## src/rtl/dcache_write_buffer.sv

```systemverilog
// -----------------------------------------------------------------------------
// dcache_write_buffer
// Posted-write buffer between the data cache (sram-like, up_*) and the AXI
// bridge (sram-like, dn_*). Writes are acknowledged the cycle after they enter
// a DEPTH-entry FIFO and drain to the bridge in the background, one
// transaction at a time. A read is accepted only once the FIFO is empty, the
// FSM is idle and no write ack is pending, so reads never pass older writes.
//
// Ports
//   clk_i, rst_i        clock, asynchronous active-high reset
//   up_req_i/up_wr_i    cache request, 1 = write / 0 = read
//   up_size_i/addr/wdata request fields (size 0/1/2 = byte/half/word)
//   up_rdata_o          read data, valid with up_data_ok_o on a read
//   up_addr_ok_o        request accepted this cycle
//   up_data_ok_o        request completed this cycle
//   dn_req_o..dn_wdata_o request to the bridge
//   dn_rdata_i          read data from the bridge
//   dn_addr_ok_i        bridge accepted the request
//   dn_data_ok_i        bridge completed the request
//   buf_empty_o         FIFO empty and FSM idle (store-drain fence)
// -----------------------------------------------------------------------------
module dcache_write_buffer #(
    parameter int DEPTH = 4
) (
    input  logic        clk_i,
    input  logic        rst_i,
    input  logic        up_req_i,
    input  logic        up_wr_i,
    input  logic [1:0]  up_size_i,
    input  logic [31:0] up_addr_i,
    input  logic [31:0] up_wdata_i,
    output logic [31:0] up_rdata_o,
    output logic        up_addr_ok_o,
    output logic        up_data_ok_o,
    output logic        dn_req_o,
    output logic        dn_wr_o,
    output logic [1:0]  dn_size_o,
    output logic [31:0] dn_addr_o,
    output logic [31:0] dn_wdata_o,
    input  logic [31:0] dn_rdata_i,
    input  logic        dn_addr_ok_i,
    input  logic        dn_data_ok_i,
    output logic        buf_empty_o
);

    localparam int PW = $clog2(DEPTH);
    localparam int CW = PW + 1;

    typedef enum logic [2:0] {
        IDLE   = 3'd0,
        W_ADDR = 3'd1,
        W_DATA = 3'd2,
        R_ADDR = 3'd3,
        R_DATA = 3'd4
    } state_e;

    state_e          state_q, state_d;
    logic [1:0]      size_mem [DEPTH];
    logic [31:0]     addr_mem [DEPTH];
    logic [31:0]     data_mem [DEPTH];
    logic [PW-1:0]   wr_ptr_q, rd_ptr_q;
    logic [CW-1:0]   count_q;
    logic            wr_ack_q;
    logic [1:0]      rd_size_q;
    logic [31:0]     rd_addr_q;

    logic full, in_read, wr_accept, rd_accept, pop;

    // Full is judged on the registered count: a pop this cycle frees its
    // slot for a push only from the next cycle on.
    assign full      = (count_q == CW'(DEPTH));
    assign in_read   = (state_q == R_ADDR) || (state_q == R_DATA);
    assign wr_accept = up_req_i & up_wr_i & ~full & ~in_read;
    assign rd_accept = up_req_i & ~up_wr_i & (count_q == '0) &
                       (state_q == IDLE) & ~wr_ack_q;
    assign pop       = (state_q == W_DATA) & dn_data_ok_i;

    assign up_addr_ok_o = wr_accept | rd_accept;
    // Write ack and read completion are mutually exclusive: a read cannot be
    // accepted while a write ack is still pending.
    assign up_data_ok_o = wr_ack_q | ((state_q == R_DATA) & dn_data_ok_i);
    assign buf_empty_o  = (count_q == '0) & (state_q == IDLE);

    // Storage has no reset; validity is carried by the pointers and count.
    always_ff @(posedge clk_i) begin
        if (wr_accept) begin
            size_mem[wr_ptr_q] <= up_size_i;
            addr_mem[wr_ptr_q] <= up_addr_i;
            data_mem[wr_ptr_q] <= up_wdata_i;
        end
    end

    always_ff @(posedge clk_i or posedge rst_i) begin
        if (rst_i) begin
            state_q   <= IDLE;
            wr_ptr_q  <= '0;
            rd_ptr_q  <= '0;
            count_q   <= '0;
            wr_ack_q  <= 1'b0;
            rd_size_q <= '0;
            rd_addr_q <= '0;
        end else begin
            state_q  <= state_d;
            wr_ack_q <= wr_accept;
            count_q  <= count_q + CW'(wr_accept) - CW'(pop);
            if (wr_accept) wr_ptr_q <= wr_ptr_q + PW'(1);
            if (pop)       rd_ptr_q <= rd_ptr_q + PW'(1);
            if (rd_accept) begin
                rd_size_q <= up_size_i;
                rd_addr_q <= up_addr_i;
            end
        end
    end

    always_comb begin
        state_d    = state_q;
        dn_req_o   = 1'b0;
        dn_wr_o    = 1'b0;
        dn_size_o  = '0;
        dn_addr_o  = '0;
        dn_wdata_o = '0;
        up_rdata_o = '0;
        case (state_q)
            IDLE: begin
                if (count_q != '0)  state_d = W_ADDR;
                else if (rd_accept) state_d = R_ADDR;
            end
            W_ADDR: begin
                dn_req_o   = 1'b1;
                dn_wr_o    = 1'b1;
                dn_size_o  = size_mem[rd_ptr_q];
                dn_addr_o  = addr_mem[rd_ptr_q];
                dn_wdata_o = data_mem[rd_ptr_q];
                if (dn_addr_ok_i) state_d = W_DATA;
            end
            W_DATA: begin
                if (dn_data_ok_i) state_d = IDLE;
            end
            R_ADDR: begin
                dn_req_o  = 1'b1;
                dn_size_o = rd_size_q;
                dn_addr_o = rd_addr_q;
                if (dn_addr_ok_i) state_d = R_DATA;
            end
            R_DATA: begin
                if (dn_data_ok_i) begin
                    up_rdata_o = dn_rdata_i;
                    state_d    = IDLE;
                end
            end
            default: state_d = IDLE;
        endcase
    end

endmodule
```

## config.mk

```make
export PLATFORM = sky130hd
export DESIGN_NAME = dcache_write_buffer
export DESIGN_NICKNAME = d
export VERILOG_FILES = /design/src/rtl/dcache_write_buffer.sv
export SDC_FILE = /design/constraint.sdc
export NUM_CORES = 1
export LEC_CHECK = 0
export CAP_MARGIN = 20
export CORE_ASPECT_RATIO = 0.9
export CORE_MARGIN = 2
export CORE_UTILIZATION = 48
export CTS_CLUSTER_DIAMETER = 100
export DETAILED_ROUTE_END_ITERATION = 10
export GPL_TIMING_DRIVEN = 0
export PLACE_DENSITY = 0.84
export SYNTH_ARGS = -nofsm -noshare
export SYNTH_HDL_FRONTEND = slang
export SYNTH_SLANG_ARGS = --single-unit
export TNS_END_PERCENT = 50
```

## constraint.sdc

```tcl
create_clock -name clk_i -period 3.1 [get_ports clk_i]
set_input_delay 0.62 -clock clk_i [delete_from_list [all_inputs] [get_ports clk_i]]
set_output_delay 0.62 -clock clk_i [all_outputs]
set_load 0.03 [all_outputs]
```

==> flow_summary_export.csv <==
group,metric,value,unit
run_status,outcome,"finished, violations left",
run_status,violations,"setup timing",
floorplan,ios,207,
grt,grt_pass1_vias,7247,
timing,rsz0062_at_grt,"yes",
floorplan,core_area,25200,um^2
routing,vias,6509,
critical_path,required,2.48,ns
grt,grt_pass1_wl,42.3,mm
power_and_ir_drop,sw_frac_of_total,31.2,%
logic_synthesis,yosysTopAreaCell,"edfxtp_1",
power_and_ir_drop,ir_drop,0.653,mV
routing,drc,0,
logic_synthesis,syn_avg_cell_area,20.8,um^2
critical_path,critPathKind,"in2out",
placement,io_buffers,206,
worst_hold_path,min_path_type,"in2async",
timing,worst_slack,-0.00151,ns
placement,dp_cells,1146,
clocking,clock-sinks,309,
routing,drtIter0Drc,454,
grt,grt_start_max_net_pins,41,
timing,worstMarginPinSlew,0.646,ns
logic_synthesis,yosys-top-cells-area,"edfxtp_1 (64%), mux4_2 (12%), dfrtp_1 (9.1%)",
timing,drv_slew,0,
power_and_ir_drop,seq_power_share,38.1,%
critical_path,crit_start,"dn_data_ok_i",
logic_synthesis,synth_top_area_share,64.3,%
placement,place_ws,-0.552,ns
final_layout,drive_above_1_share,28.1,%
final_layout,final_cells,1211,
critical_path,start_kind,"primary input",
timing,slew_headroom,56.4,%
grt,grt_util_all_layers,20.6,%
power_and_ir_drop,cellPowerDensity,884,nW/um^2
timing,finalClockSkew,0.0223,ns
power_and_ir_drop,p_sw,4.43,mW
routing,viasPerCell,5.37,
logic_synthesis,synthTopCellsByCount,"edfxtp_1 (264), mux4_2 (66), dfrtp_1 (45)",
placement,place_congestion,0.708,
floorplan,die_height,156,um
routing,wl_per_cell,22.7,um
clocking,insertion_delay,0.57,ns
clocking,clockBufferDepth,3,
power_and_ir_drop,p_leak,6.16,nW
grt,antenna_found_initial,3,
clocking,cts_made_buffers,31,
final_layout,nets,953,
logic_synthesis,yosysWarnings,0,
timing,max_freq,322,MHz
clocking,cts_root_buf,"clkbuf_16",
logic_synthesis,ys_types,34,
timing,whs,0.397,ns
timing,min_period_over_period,100,%
timing,hold_viol,0,
clocking,hold_buffers,0,
logic_synthesis,synth_edf_count,264,
power_and_ir_drop,pwr-share-clk,27.9,%
grt,overflow,0,
floorplan,die_width,173,um
final_layout,nFillCells,1780,
flow_run,cap_violations,0,
routing,routed_wl,27.5,mm
floorplan,rows,55,
floorplan,initial_core_util,48.9,%
final_layout,area_growth,30.5,%
critical_path,r2r_start,"state_q[2]$_DFFE_PP0P_",
logic_synthesis,syn_area,12300,um^2
timing,setup_viol,1,
clocking,cts_tree,"yes",
critical_path,critPathMaxFanout,10,
logic_synthesis,yosys_register_bits,309,
routing,first_pass_iters,4,
power_and_ir_drop,combPwrFrac,34.0,%
logic_synthesis,syn_inst,593,
logic_synthesis,yosysSeqAreaShare,73.5,%
routing,drtAntennaViolNets,0,
power_and_ir_drop,intPower,9.79,mW
logic_synthesis,synth_fp_nets,704,
floorplan,die-area,27000,um^2
timing,period_minus_slack,3.10,ns
placement,dp_hpwl,17.3,mm
logic_synthesis,synthFlopType,"edfxtp_1",
critical_path,cp-end-kind,"output pin",
clocking,h-tree-depth,1,
logic_synthesis,async_flop_share,14.6,%
clocking,path_clk_slew,0.07,ns
critical_path,worst_ep_arrival_time,2.48,ns
logic_synthesis,synth.most_common_cell,"edfxtp_1",
[flip-flops by register name, summed over array words and instances, names as in the netlist]
name	cells
wr_ptr_q	2
rd_addr_q	32
size_mem	8
rd_size_q	2
rd_ptr_q	2
count_q	3
wr_ack_q	1
state_q	3
addr_mem	128
data_mem	128
[power groups by stage]
stage / Combinational (mW) / Sequential, mW / Clock [mW]
4_1_cts: 4.88 / 5.42 / 4.03
2_1_floorplan: 3.25 / 5.40 / 0
6_report: 4.84 / 5.42 / 3.97
5_1_grt: 5.18 / 5.47 / 4.21
3_5_place_dp: 4.94 / 5.47 / 0
3_3_place_gp: 4.78 / 5.47 / 0
[routing by layer]
metal,track usage [%],routed length [um],part of all wire (%)
met4,5.00,532,1.9
met5,0,0,0
met1,26.6,11100,40
met2,35.7,14100,51
met3,4.85,1820,6.6
[cells by family after synthesis]
logic type / after synthesis / synth area share, %
adder cells (fa/ha/maj): 7 / 0.772
buffers and inverters: 44 / 1.72
flip-flops: 309 / 73.5
multiplexers: 100 / 16.1
XOR/XNOR: 5 / 0.355
AO/OA/AOI/OAI: 40 / 2.76
AND/OR/NAND/NOR: 88 / 4.88
[path summary, 6_finish.rpt]
check | endpoint | slack (ns) | cells after the start
min in group clk_i | rd_addr_q[2]$_DFFE_PP0P_ | 0.51 | 1
max in group asynchronous | state_q[0]$_DFFE_PP0P_ | 2.14 | 3
setup reg to reg | count_q[2]$_DFF_PP0_ | 0.30 | 11
hold / removal | rd_addr_q[7]$_DFFE_PP0P_ | 0.40 | 2
setup / recovery | up_rdata_o[29] | -0.002 | 4
hold reg to reg | rd_addr_q[2]$_DFFE_PP0P_ | 0.51 | 1
[timing repair]
| item | in CTS | in global routing |
|---|---|---|
| buffers inserted | 3 | 3 |
| cloned | 0 | 0 |
| setup endpoints to repair | 101 | 59 |
| resized for setup | 186 | 55 |
| pin swaps | 3 | 1 |
[through the flow]
step / total power, mW / TNS (ns) / utilization (%) / area [um^2]
detailed placement: 10.4 / -18.84 / 59.3 / 14900
global route: 14.9 / -0.139 / 63.9 / 16100
CTS: 14.3 / -0.130 / 63.9 / 16100
floorplan: 8.66 / -21.91 / - / 12300
global placement: 10.3 / -296.75 / 58.8 / 14800
finish: 14.2 / -0.00151 / 63.9 / 16100
[cell type report]
| class | instances | area [um^2] | share of cell area (%) |
|---|---|---|---|
| Inverter | 7 | 26.3 | 0.163 |
| Multi-Input combinational cell | 240 | 3090 | 19.2 |
| Tap cell | 342 | 428 | 2.66 |
| Timing Repair Buffer | 217 | 2090 | 13.0 |
| Antenna cell | 3 | 7.51 | 0.0467 |
| Sequential cell | 309 | 9060 | 56.3 |
| Clock inverter | 17 | 267 | 1.66 |
| Clock buffer | 40 | 830 | 5.16 |
| Buffer | 36 | 297 | 1.84 |
[critical path, stage by stage]
cell,delay [ns]
clkdlybuf4s50_1,0.63
clkbuf_1,0.33
and3_1,0.23
clkdlybuf4s50_1,0.67
[cell usage in the layout (no fill, tap or decap), types with 3 or more instances in the layout]
| cell type | n |
|---|---|
| and2_1 | 32 |
| clkdlybuf4s15_2 | 18 |
| nand2_1 | 4 |
| and2_4 | 4 |
| inv_1 | 6 |
| dfrtp_1 | 43 |
| nor3b_1 | 3 |
| mux4_2 | 66 |
| clkbuf_4 | 7 |
| a21o_1 | 3 |
| a22o_1 | 34 |
| and3_1 | 32 |
| xnor2_1 | 4 |
| clkbuf_16 | 31 |
| clkbuf_1 | 10 |
| buf_4 | 9 |
| diode_2 | 3 |
| ha_1 | 6 |
| buf_8 | 3 |
| buf_6 | 8 |
| bufinv_16 | 6 |
| mux2_2 | 5 |
| clkdlybuf4s15_1 | 11 |
| clkbuf_2 | 27 |
| dlygate4sd2_1 | 50 |
| edfxtp_1 | 264 |
| clkinv_2 | 6 |
| buf_12 | 5 |
| clkdlybuf4s50_1 | 108 |
| mux2_4 | 29 |
Power figures use the tool's default switching activity.
